--- src/rtl/alu_pkg.sv ---
// Shared opcodes, flag bit positions and FSM states for the sequential ALU.
package alu_pkg;

   localparam logic [3:0] OP_ADD  = 4'h0;
   localparam logic [3:0] OP_SUB  = 4'h1;
   localparam logic [3:0] OP_AND  = 4'h2;
   localparam logic [3:0] OP_OR   = 4'h3;
   localparam logic [3:0] OP_XOR  = 4'h4;
   localparam logic [3:0] OP_GTU  = 4'h5;
   localparam logic [3:0] OP_SHLA = 4'h6;
   localparam logic [3:0] OP_SHLB = 4'h7;
   localparam logic [3:0] OP_ADC  = 4'h8;
   localparam logic [3:0] OP_SBB  = 4'h9;
   localparam logic [3:0] OP_SHR  = 4'hA;
   localparam logic [3:0] OP_ASR  = 4'hB;
   localparam logic [3:0] OP_LTS  = 4'hC;
   localparam logic [3:0] OP_MUL  = 4'hD;
   localparam logic [3:0] OP_MULH = 4'hE;
   localparam logic [3:0] OP_RSVD = 4'hF;

   localparam int unsigned FLG_C   = 0;
   localparam int unsigned FLG_Z   = 1;
   localparam int unsigned FLG_GT  = 2;
   localparam int unsigned FLG_OVF = 3;

   typedef enum logic [1:0] {
      StIdle,
      StMul,
      StMdone
   } state_e;

   function automatic logic is_mul_op(input logic [3:0] op);
      return (op == OP_MUL) || (op == OP_MULH);
   endfunction

endpackage

--- src/rtl/alu_mul_seq.sv ---
// Shift-add unsigned multiplier: one iteration per cycle, WIDTH iterations per start.
module alu_mul_seq #(
   parameter int unsigned WIDTH = 8
) (
   input  logic               clk_i,
   input  logic               rst_i,
   input  logic               start_i,
   input  logic [WIDTH-1:0]   a_i,
   input  logic [WIDTH-1:0]   b_i,
   output logic               done_o,
   output logic [2*WIDTH-1:0] prod_o
);

   localparam int unsigned CntW = $clog2(WIDTH + 1);

   logic [WIDTH-1:0]   mcand_q, mcand_d;
   logic [2*WIDTH-1:0] prod_q, prod_d;
   logic [CntW-1:0]    cnt_q, cnt_d;
   logic               run_q, run_d;
   logic [WIDTH:0]     sum;

   // High half accumulates; multiplier bits shift out of the low half.
   always_comb begin
      sum     = {1'b0, prod_q[2*WIDTH-1:WIDTH]} + (prod_q[0] ? {1'b0, mcand_q} : '0);
      done_o  = run_q && (cnt_q == CntW'(WIDTH - 1));
      mcand_d = mcand_q;
      prod_d  = prod_q;
      cnt_d   = cnt_q;
      run_d   = run_q;
      if (start_i) begin
         mcand_d = a_i;
         prod_d  = {{WIDTH{1'b0}}, b_i};
         cnt_d   = '0;
         run_d   = 1'b1;
      end else if (run_q) begin
         prod_d = {sum, prod_q[WIDTH-1:1]};
         cnt_d  = cnt_q + CntW'(1);
         if (done_o) begin
            run_d = 1'b0;
         end
      end
   end

   always_ff @(posedge clk_i or posedge rst_i) begin
      if (rst_i) begin
         mcand_q <= '0;
         prod_q  <= '0;
         cnt_q   <= '0;
         run_q   <= 1'b0;
      end else begin
         mcand_q <= mcand_d;
         prod_q  <= prod_d;
         cnt_q   <= cnt_d;
         run_q   <= run_d;
      end
   end

   assign prod_o = prod_q;

endmodule

--- src/rtl/alu_seq.sv ---
// Handshaked ALU with registered result, persistent flags (ADC/SBB chains) and a
// sequential multiplier.
module alu_seq
   import alu_pkg::*;
#(
   parameter int unsigned WIDTH = 8
) (
   input  logic             clk,
   input  logic             rst,
   input  logic             in_valid,
   output logic             in_ready,
   input  logic [3:0]       in_op,
   input  logic [WIDTH-1:0] in_a,
   input  logic [WIDTH-1:0] in_b,
   output logic             out_valid,
   input  logic             out_ready,
   output logic [WIDTH-1:0] out_result,
   output logic [3:0]       out_flags,
   output logic             busy
);

   state_e             state_q, state_d;
   logic               valid_q, valid_d;
   logic [WIDTH-1:0]   res_q, res_d;
   logic [3:0]         flags_q, flags_d;
   logic               mul_hi_q, mul_gt_q;

   logic               accept, mul_start, mul_done;
   logic [2*WIDTH-1:0] prod;
   logic [WIDTH-1:0]   mul_res;

   logic               a_gt_b, c_in, cin, is_sub;
   logic [WIDTH-1:0]   b_x, alu_res;
   logic [WIDTH:0]     sum;
   logic               alu_c, alu_ovf;

   assign accept    = in_valid && in_ready;
   assign mul_start = accept && is_mul_op(in_op);
   assign mul_res   = mul_hi_q ? prod[2*WIDTH-1:WIDTH] : prod[WIDTH-1:0];

   alu_mul_seq #(
      .WIDTH (WIDTH)
   ) u_mul (
      .clk_i   (clk),
      .rst_i   (rst),
      .start_i (mul_start),
      .a_i     (in_a),
      .b_i     (in_b),
      .done_o  (mul_done),
      .prod_o  (prod)
   );

   assign a_gt_b = in_a > in_b;
   assign c_in   = flags_q[FLG_C];
   assign is_sub = (in_op == OP_SUB) || (in_op == OP_SBB);
   assign b_x    = is_sub ? ~in_b : in_b;

   always_comb begin
      case (in_op)
         OP_SUB:         cin = 1'b1;
         OP_ADC, OP_SBB: cin = c_in;
         default:        cin = 1'b0;
      endcase
   end

   assign sum = {1'b0, in_a} + {1'b0, b_x} + {{WIDTH{1'b0}}, cin};

   always_comb begin
      alu_res = '0;
      alu_c   = c_in;
      alu_ovf = 1'b0;
      case (in_op)
         OP_ADD, OP_SUB, OP_ADC, OP_SBB: begin
            alu_res = sum[WIDTH-1:0];
            alu_c   = sum[WIDTH];
            alu_ovf = (in_a[WIDTH-1] == b_x[WIDTH-1]) && (sum[WIDTH-1] != in_a[WIDTH-1]);
         end
         OP_AND:  alu_res = in_a & in_b;
         OP_OR:   alu_res = in_a | in_b;
         OP_XOR:  alu_res = in_a ^ in_b;
         OP_GTU:  alu_res = WIDTH'(a_gt_b);
         OP_SHLA: begin
            alu_res = {in_a[WIDTH-2:0], 1'b0};
            alu_c   = in_a[WIDTH-1];
         end
         OP_SHLB: begin
            alu_res = {in_b[WIDTH-2:0], 1'b0};
            alu_c   = in_b[WIDTH-1];
         end
         OP_SHR: begin
            alu_res = {1'b0, in_a[WIDTH-1:1]};
            alu_c   = in_a[0];
         end
         OP_ASR: begin
            alu_res = {in_a[WIDTH-1], in_a[WIDTH-1:1]};
            alu_c   = in_a[0];
         end
         OP_LTS:  alu_res = WIDTH'($signed(in_a) < $signed(in_b));
         default: alu_res = '0;
      endcase
   end

   // Output register: drain first, then a load of either source wins.
   always_comb begin
      valid_d = valid_q;
      res_d   = res_q;
      flags_d = flags_q;
      if (valid_q && out_ready) begin
         valid_d = 1'b0;
      end
      if (state_q == StMdone) begin
         valid_d          = 1'b1;
         res_d            = mul_res;
         flags_d[FLG_Z]   = (mul_res == '0);
         flags_d[FLG_GT]  = mul_gt_q;
         flags_d[FLG_OVF] = 1'b0;
      end else if (accept && !is_mul_op(in_op)) begin
         valid_d          = 1'b1;
         res_d            = alu_res;
         flags_d[FLG_C]   = alu_c;
         flags_d[FLG_Z]   = (alu_res == '0);
         flags_d[FLG_GT]  = a_gt_b;
         flags_d[FLG_OVF] = alu_ovf;
      end
   end

   always_ff @(posedge clk or posedge rst) begin
      if (rst) begin
         state_q  <= StIdle;
         valid_q  <= 1'b0;
         res_q    <= '0;
         flags_q  <= '0;
         mul_hi_q <= 1'b0;
         mul_gt_q <= 1'b0;
      end else begin
         state_q <= state_d;
         valid_q <= valid_d;
         res_q   <= res_d;
         flags_q <= flags_d;
         if (mul_start) begin
            mul_hi_q <= (in_op == OP_MULH);
            mul_gt_q <= a_gt_b;
         end
      end
   end

   always_comb begin
      state_d = state_q;
      case (state_q)
         StIdle:  if (mul_start) state_d = StMul;
         StMul:   if (mul_done) state_d = StMdone;
         StMdone: state_d = StIdle;
         default: state_d = StIdle;
      endcase
   end

   always_comb begin
      in_ready   = !rst && (state_q == StIdle) && (!valid_q || out_ready);
      busy       = (state_q == StMul) || (state_q == StMdone);
      out_valid  = valid_q;
      out_result = res_q;
      out_flags  = flags_q;
   end

endmodule

--- config.mk ---
export PLATFORM = sky130hd
export DESIGN_NAME = alu_seq
export DESIGN_NICKNAME = d
export VERILOG_FILES = /design/src/rtl/alu_pkg.sv /design/src/rtl/alu_mul_seq.sv /design/src/rtl/alu_seq.sv
export SDC_FILE = /design/constraint.sdc
export NUM_CORES = 1
export LEC_CHECK = 0
export CORE_MARGIN = 5
export CORE_UTILIZATION = 25
export CTS_CLUSTER_DIAMETER = 120
export DETAILED_ROUTE_END_ITERATION = 10
export PLACE_DENSITY = 0.41
export SYNTH_ARGS = -nofsm -noshare
export SYNTH_HDL_FRONTEND = slang
export SYNTH_HIERARCHICAL = 1
export SYNTH_SLANG_ARGS = --single-unit
--- constraint.sdc ---
create_clock -name clk -period 3.2 [get_ports clk]
set_input_delay 0.32 -clock clk [delete_from_list [all_inputs] [get_ports clk]]
set_output_delay 0.32 -clock clk [all_outputs]
set_load 0.05 [all_outputs]
Word-level counts from Yosys, hierarchy flattened
Index checks and enable logic that the tools add are counted.

cells by class
  reduce and logical (&&, ||, !) cells = 28
  bitwise logic cells = 5
  add/sub/neg operators = 4
  eq/ne operators = 21
  $lt $le $gt $ge = 2
  multiplexer cells = 24

operators with widths
  operator             number
  $pmux 8 s10          1
  $mux 8               5
  $mux 16              2
  $eq 4x4->1 const B   7
  $eq 4x3->1 const B   5
  $logic_not 8->1      2
  $mux 4               3
  $add 8x8->9          1
  $add 8x9->9          1
  $add 9x1->9          1
  $and 8x8->8          1
  $eq 4x2->1 const B   2
  $gt 8x8->1           1
  $logic_and 1x1->1    8
  $lt 8x8->1           1
  $not 8->8            1
  $or 8x8->8           1
  $xor 8x8->8          1
  $mux 1               7
  $add 4x1->4 const B  1
  $eq 4x1->1 const B   1
  $logic_not 4->1      1
  $logic_or 1x1->1     4
  $mux 2               2
  19 further kinds     24

word-level totals
  output and inout bits = 15
  logic and storage cells = 95
  register bits after elaboration = 46

Longest topological paths before layout
Gate-level depths: netlist of run 1.

  depth after elaboration = 10
  depth in mapped cells = 13
  depth with buffers taken out = 11

Hierarchy
The synthesis of run 1 kept the hierarchy.

modules (own cells, without submodules)
  module       seq. area each (um^2)  cells each  times used  area an instance (um^2)
  alu_seq      425.4                  315         1           2608.8
  alu_mul_seq  725.7                  148         1           1576.5

Least setup slack after synthesis of run 1
No wires, ideal clock.

  path type = input -> register
  from = in in_op[1]
  to = reg flags_q[1], in the netlist out_flags[1]
  path slack = -0.300 ns
  cell stages on the path = 13
  path buffers = 2
  setup time = 0.128 ns
  arrival = 3.372 ns
  cell sequence = buf_6 or2_2 clkbuf_1 nor2_2 xnor2_1 fa_1 fa_1 and3_2 o21a_1 o21ai_0 mux2_2 o2111ai_1 o211ai_2

between the ends
  longest elaborated chain between the ends = 9

RTL lines
  what                                      RTL line                                     RTL
  from (decl)                               alu_seq.sv:12                                input logic [3:0] in_op,
  $eq 4x1->1 or $eq 4x4->1 (tied branches)  alu_seq.sv:55, alu_seq.sv:59, alu_seq.sv:72
  $logic_or 1x1->1                          alu_seq.sv:55                                assign is_sub = (in_op == OP_SUB) || (in_op == OP_SBB);
  $mux 8                                    alu_seq.sv:56                                assign b_x = is_sub ? ~in_b : in_b;
  $add 8x8->9                               alu_seq.sv:66                                assign sum = {1'b0, in_a} + {1'b0, b_x} + {{WIDTH{1'b0}}, cin};
  $add 9x1->9                               alu_seq.sv:66
  $pmux 8 s10                               alu_seq.sv:72                                case (in_op)
  $logic_not 8->1                           alu_seq.sv:121                               flags_d[FLG_Z] = (alu_res == '0);
  $mux 4                                    alu_seq.sv:117                               end else if (accept && !is_mul_op(in_op)) begin
  $mux 3                                    alu_seq.sv:111                               if (state_q == StMdone) begin
  to (signal assigned)                      alu_seq.sv:139                               flags_q <= flags_d;
  to (decl)                                 alu_seq.sv:25                                logic [3:0] flags_q, flags_d;

Parallel ways exist; a longest one is shown, timed or not. The select of a mux whose other input is x is not followed.
A chain may end at the register's enable or synchronous reset.

Worst setup path in the final report of run 1
  from = in in_op[1]
  to = reg res_q[6], in the netlist out_result[6]

between the ends
  longest elaborated chain between the ends = 8

RTL lines
  what                                      RTL line                                     RTL
  $eq 4x1->1 or $eq 4x4->1 (tied branches)  alu_seq.sv:55, alu_seq.sv:59, alu_seq.sv:72
  $logic_or 1x1->1                          alu_seq.sv:55
  $mux 8                                    alu_seq.sv:56
  $add 8x8->9                               alu_seq.sv:66
  $add 9x1->9                               alu_seq.sv:66
  $pmux 8 s10                               alu_seq.sv:72
  $mux 8                                    alu_seq.sv:117
  $mux 8                                    alu_seq.sv:111
  to (signal assigned)                      alu_seq.sv:138                               res_q <= res_d;
  to (decl)                                 alu_seq.sv:24                                logic [WIDTH-1:0] res_q, res_d;

Parallel ways exist; a longest one is shown, timed or not. The select of a mux whose other input is x is not followed.

==> impl_metrics.yaml, run 1 <==
floorplanning:
  die_area_um2: 19430
  pin_count: 39
  dieWidth_um: 139.4
  initial_core_util_pct: 25.33
  die_height_um: 139.4
  rows: 47
  core_um2: 16520
detailed_routing:
  routedWlPerCell_um: 18.24
  ant_nets: 0
  vias: 3692
  vias_per_cell: 4.916
  drc: 0
  finalWirelength_mm: 13.70
  first_pass_iters: 4
  drt_iter0_drc: 322
logic_synthesis:
  synth_cell_types: 76
  synthFlopType: "dfrtp_1"
  synth_cells: 463
  synth_adder_area_share_pct: 14.89
  netlist.area_leader.share_pct: 27.50
  synth-edff-count: 0
  synthArstFlopShare_pct: 100.0
  synth_nets: 535
  synth_xor_area_share_pct: 3.767
  synth-compound-area-share_pct: 19.46
  avgSynthCellArea_um2: 9.039
  synthesis.area_um2: 4185
  synth-simple-area-share_pct: 17.67
  synthTopCellsByCount: "dfrtp_1 (46), ha_1 (45), nand2_1 (34)"
  synth_mux_area_share_pct: 11.24
  yosys_register_bits: 46
  synth_top_family_by_area: "compound AO/OA/AOI/OAI gates"
  synth_area_leaders: "dfrtp_1 (28%), ha_1 (13%), mux2i_1 (5.5%), mux2_2 (5.4%), o21ai_0 (3.5%)"
  synth-seq-area-share_pct: 27.50
  synth_warnings: 6
  yosysMostFrequentCell: "dfrtp_1"
  synth_top_cell_by_area: "dfrtp_1"
timing:
  slew_viol_final: 0
  rsz0062_at_grt: "no"
  finalSetupTns_ns: 0
  finalSetupViolCount: 0
  slew_headroom_pct: 49.05
  hold_viol: 0
  whs_ns: 0.4763
  tightest_slew_ns: 0.7601
  layout_setup_ws_ns: 0.1978
  clock_skew_ns: 0.005457
  period_needed_ns: 3.002
  period_share_pct: 93.82
  max_freq_mhz: 333.1
grt:
  antenna_found_initial: 0
  gr-total-overflow: 0
  grt_first_pass_wirelength_mm: 21.76
  grt_usage_pct: 13.98
  first_global_vias: 3828
  grt_max_degree: 30
place:
  hpwl_mm: 10.96
  pre_cts_ws_ns: -0.2216
  io_buffers: 38
  routabilityCongestion: 0.8833
final_layout:
  num_antenna_cells: 0
  final_layout_size_suffix_gt1_share_pct: 17.89
  final_util_pct: 31.90
  area.growth.synth_to_final_pct: 25.95
  nets: 602
pwr:
  finalPower_mw: 3.700
  peakVddDrop_v: 0.0003354
  power_leakage_nw: 2.273
  p_per_area_nw_per_um2: 701.9
worst_hold_path:
  hold_path_class: "input pin to asynchronous set/reset pin"
setup_path:
  arrival_ns: 3.21
  reg2reg_from: "out_flags[0]"
  endpoint_kind: "flop"
  critical_path.max_fanout: 2
  r2r_setup_slack_ns: 0.50
  start_kind: "input pin"
  worstSetupPathType: "input pin to flop"
  reg2reg_depth: 10
  reg2reg_to: "out_result[6]"
  cp.required_ns: 3.41
cts:
  insertion_delay_ns: 0.28
  cts_buffers: 5
  cts_root_buffer: "clkbuf_16"
  clock-sinks: 46
  clk_pin_slew_ns: 0.06
  htree_levels: 2
  cts_tree: "done"
  cts_buffer_depth: 2
job:
  cap_violations: 0
run_status:
  outcome: "complete, no violations"
==> flip-flops by register name, summed over array words and instances, names as in the netlist <==
register,count
mul_gt_q,1
mul_hi_q,1
out_flags,4
out_result,8
out_valid,1
state_q,2
u_mul/cnt_q,4
u_mul/mcand_q,8
u_mul/prod_o,16
u_mul/run_q,1
==> report_power, final <==
part / switching [mW] / internal [mW] / total, mW
combinational: 1.12 / 0.866 / 1.98
clock: 0.219 / 0.369 / 0.588
sequential: 0.270 / 0.859 / 1.13
==> critical path, cell delays in order <==
cell and delay (ns):
clkdlybuf4s50_1 0.42, or2_4 0.27, nor2_4 0.13, xnor2_2 0.08, fa_2 0.38, fa_2 0.36
and3_2 0.19, o21a_1 0.20, o21ai_2 0.16, mux2_2 0.37, o211ai_1 0.20, o2bb2ai_1 0.13
==> kinds of logic (layout without fill, tap and decap cells) <==
| logic type | after synthesis | in the layout |
|---|---|---|
| and+or+nand+nor | 139 | 139 |
| AOI/OAI and AO/OA | 116 | 116 |
| buffers and inverters | 52 | 120 |
| adders and majority gates | 48 | 48 |
| DFF | 46 | 46 |
| muxes | 44 | 44 |
| xor gates and xnor gates | 18 | 18 |
==> area by class of cell <==
cell class | instances | area, um2
Clock buffer | 6 | 128.9
Tap cell | 220 | 275.3
Timing Repair Buffer | 82 | 723.2
Sequential cell | 46 | 1151
Multi-Input combinational cell | 365 | 2843
Fill cell | 1732 | 11250
Inverter | 30 | 112.6
Clock inverter | 2 | 37.54
==> routing by layer <==
layer	wire length, um	up-vias	GRT usage, %
li1	-	1806	-
met1	6579	1782	19.51
met2	6337	86	22.60
met3	487	18	1.955
met4	297	0	3.965
met5	0	-	0
==> cells in the final DEF, fill, tap and decap left out, types with 10 or more instances in the layout <==
master           netlist  routed
dfrtp_1               46      46
buf_4                  1      43
and2_1                10      10
mux2i_1               23      23
nor2_1                32      32
nand2_1               34      34
inv_1                 30      30
o21ai_0               29      28
mux2_2                20      20
ha_1                  45      45
clkdlybuf4s50_1        0      38
a21oi_1               18      18
xnor2_1               15      14
==> per-stage QoR <==
step	area, um2	std cells
final	5271	751
after global routing	5271	751
after floorplan	4213	463
after detailed placement	5089	742
after global placement	5089	742
after CTS	5255	750
==> what timing repair did <==
item,in CTS,in global routing
setup buffers,0,1
setup endpoints to repair,0,3
resized for setup,0,4
hold buffers,0,0
==> worst max-delay path by stage <==
stage	startpoint	slack, ns	endpoint
2_1_floorplan	in_op[1]	0.01	out_flags[1]
3_3_place_gp	in_op[1]	-0.16	out_result[6]
3_5_place_dp	in_op[1]	-0.22	out_flags[1]
4_1_cts	in_op[1]	0.09	out_flags[1]
5_1_grt	in_op[1]	0.03	out_result[6]
6_report	in_op[1]	0.20	out_result[6]
No activity file was read; power rests on OpenSTA's default activity.
==> run 2, diff against run 1 <==
Settings changed: GPL_ROUTABILITY_DRIVEN set to 0, SKIP_LAST_GASP set to 1.
==> results of run 2 <==
No change in the layout: final DEF, timing and power equal those of run 1.
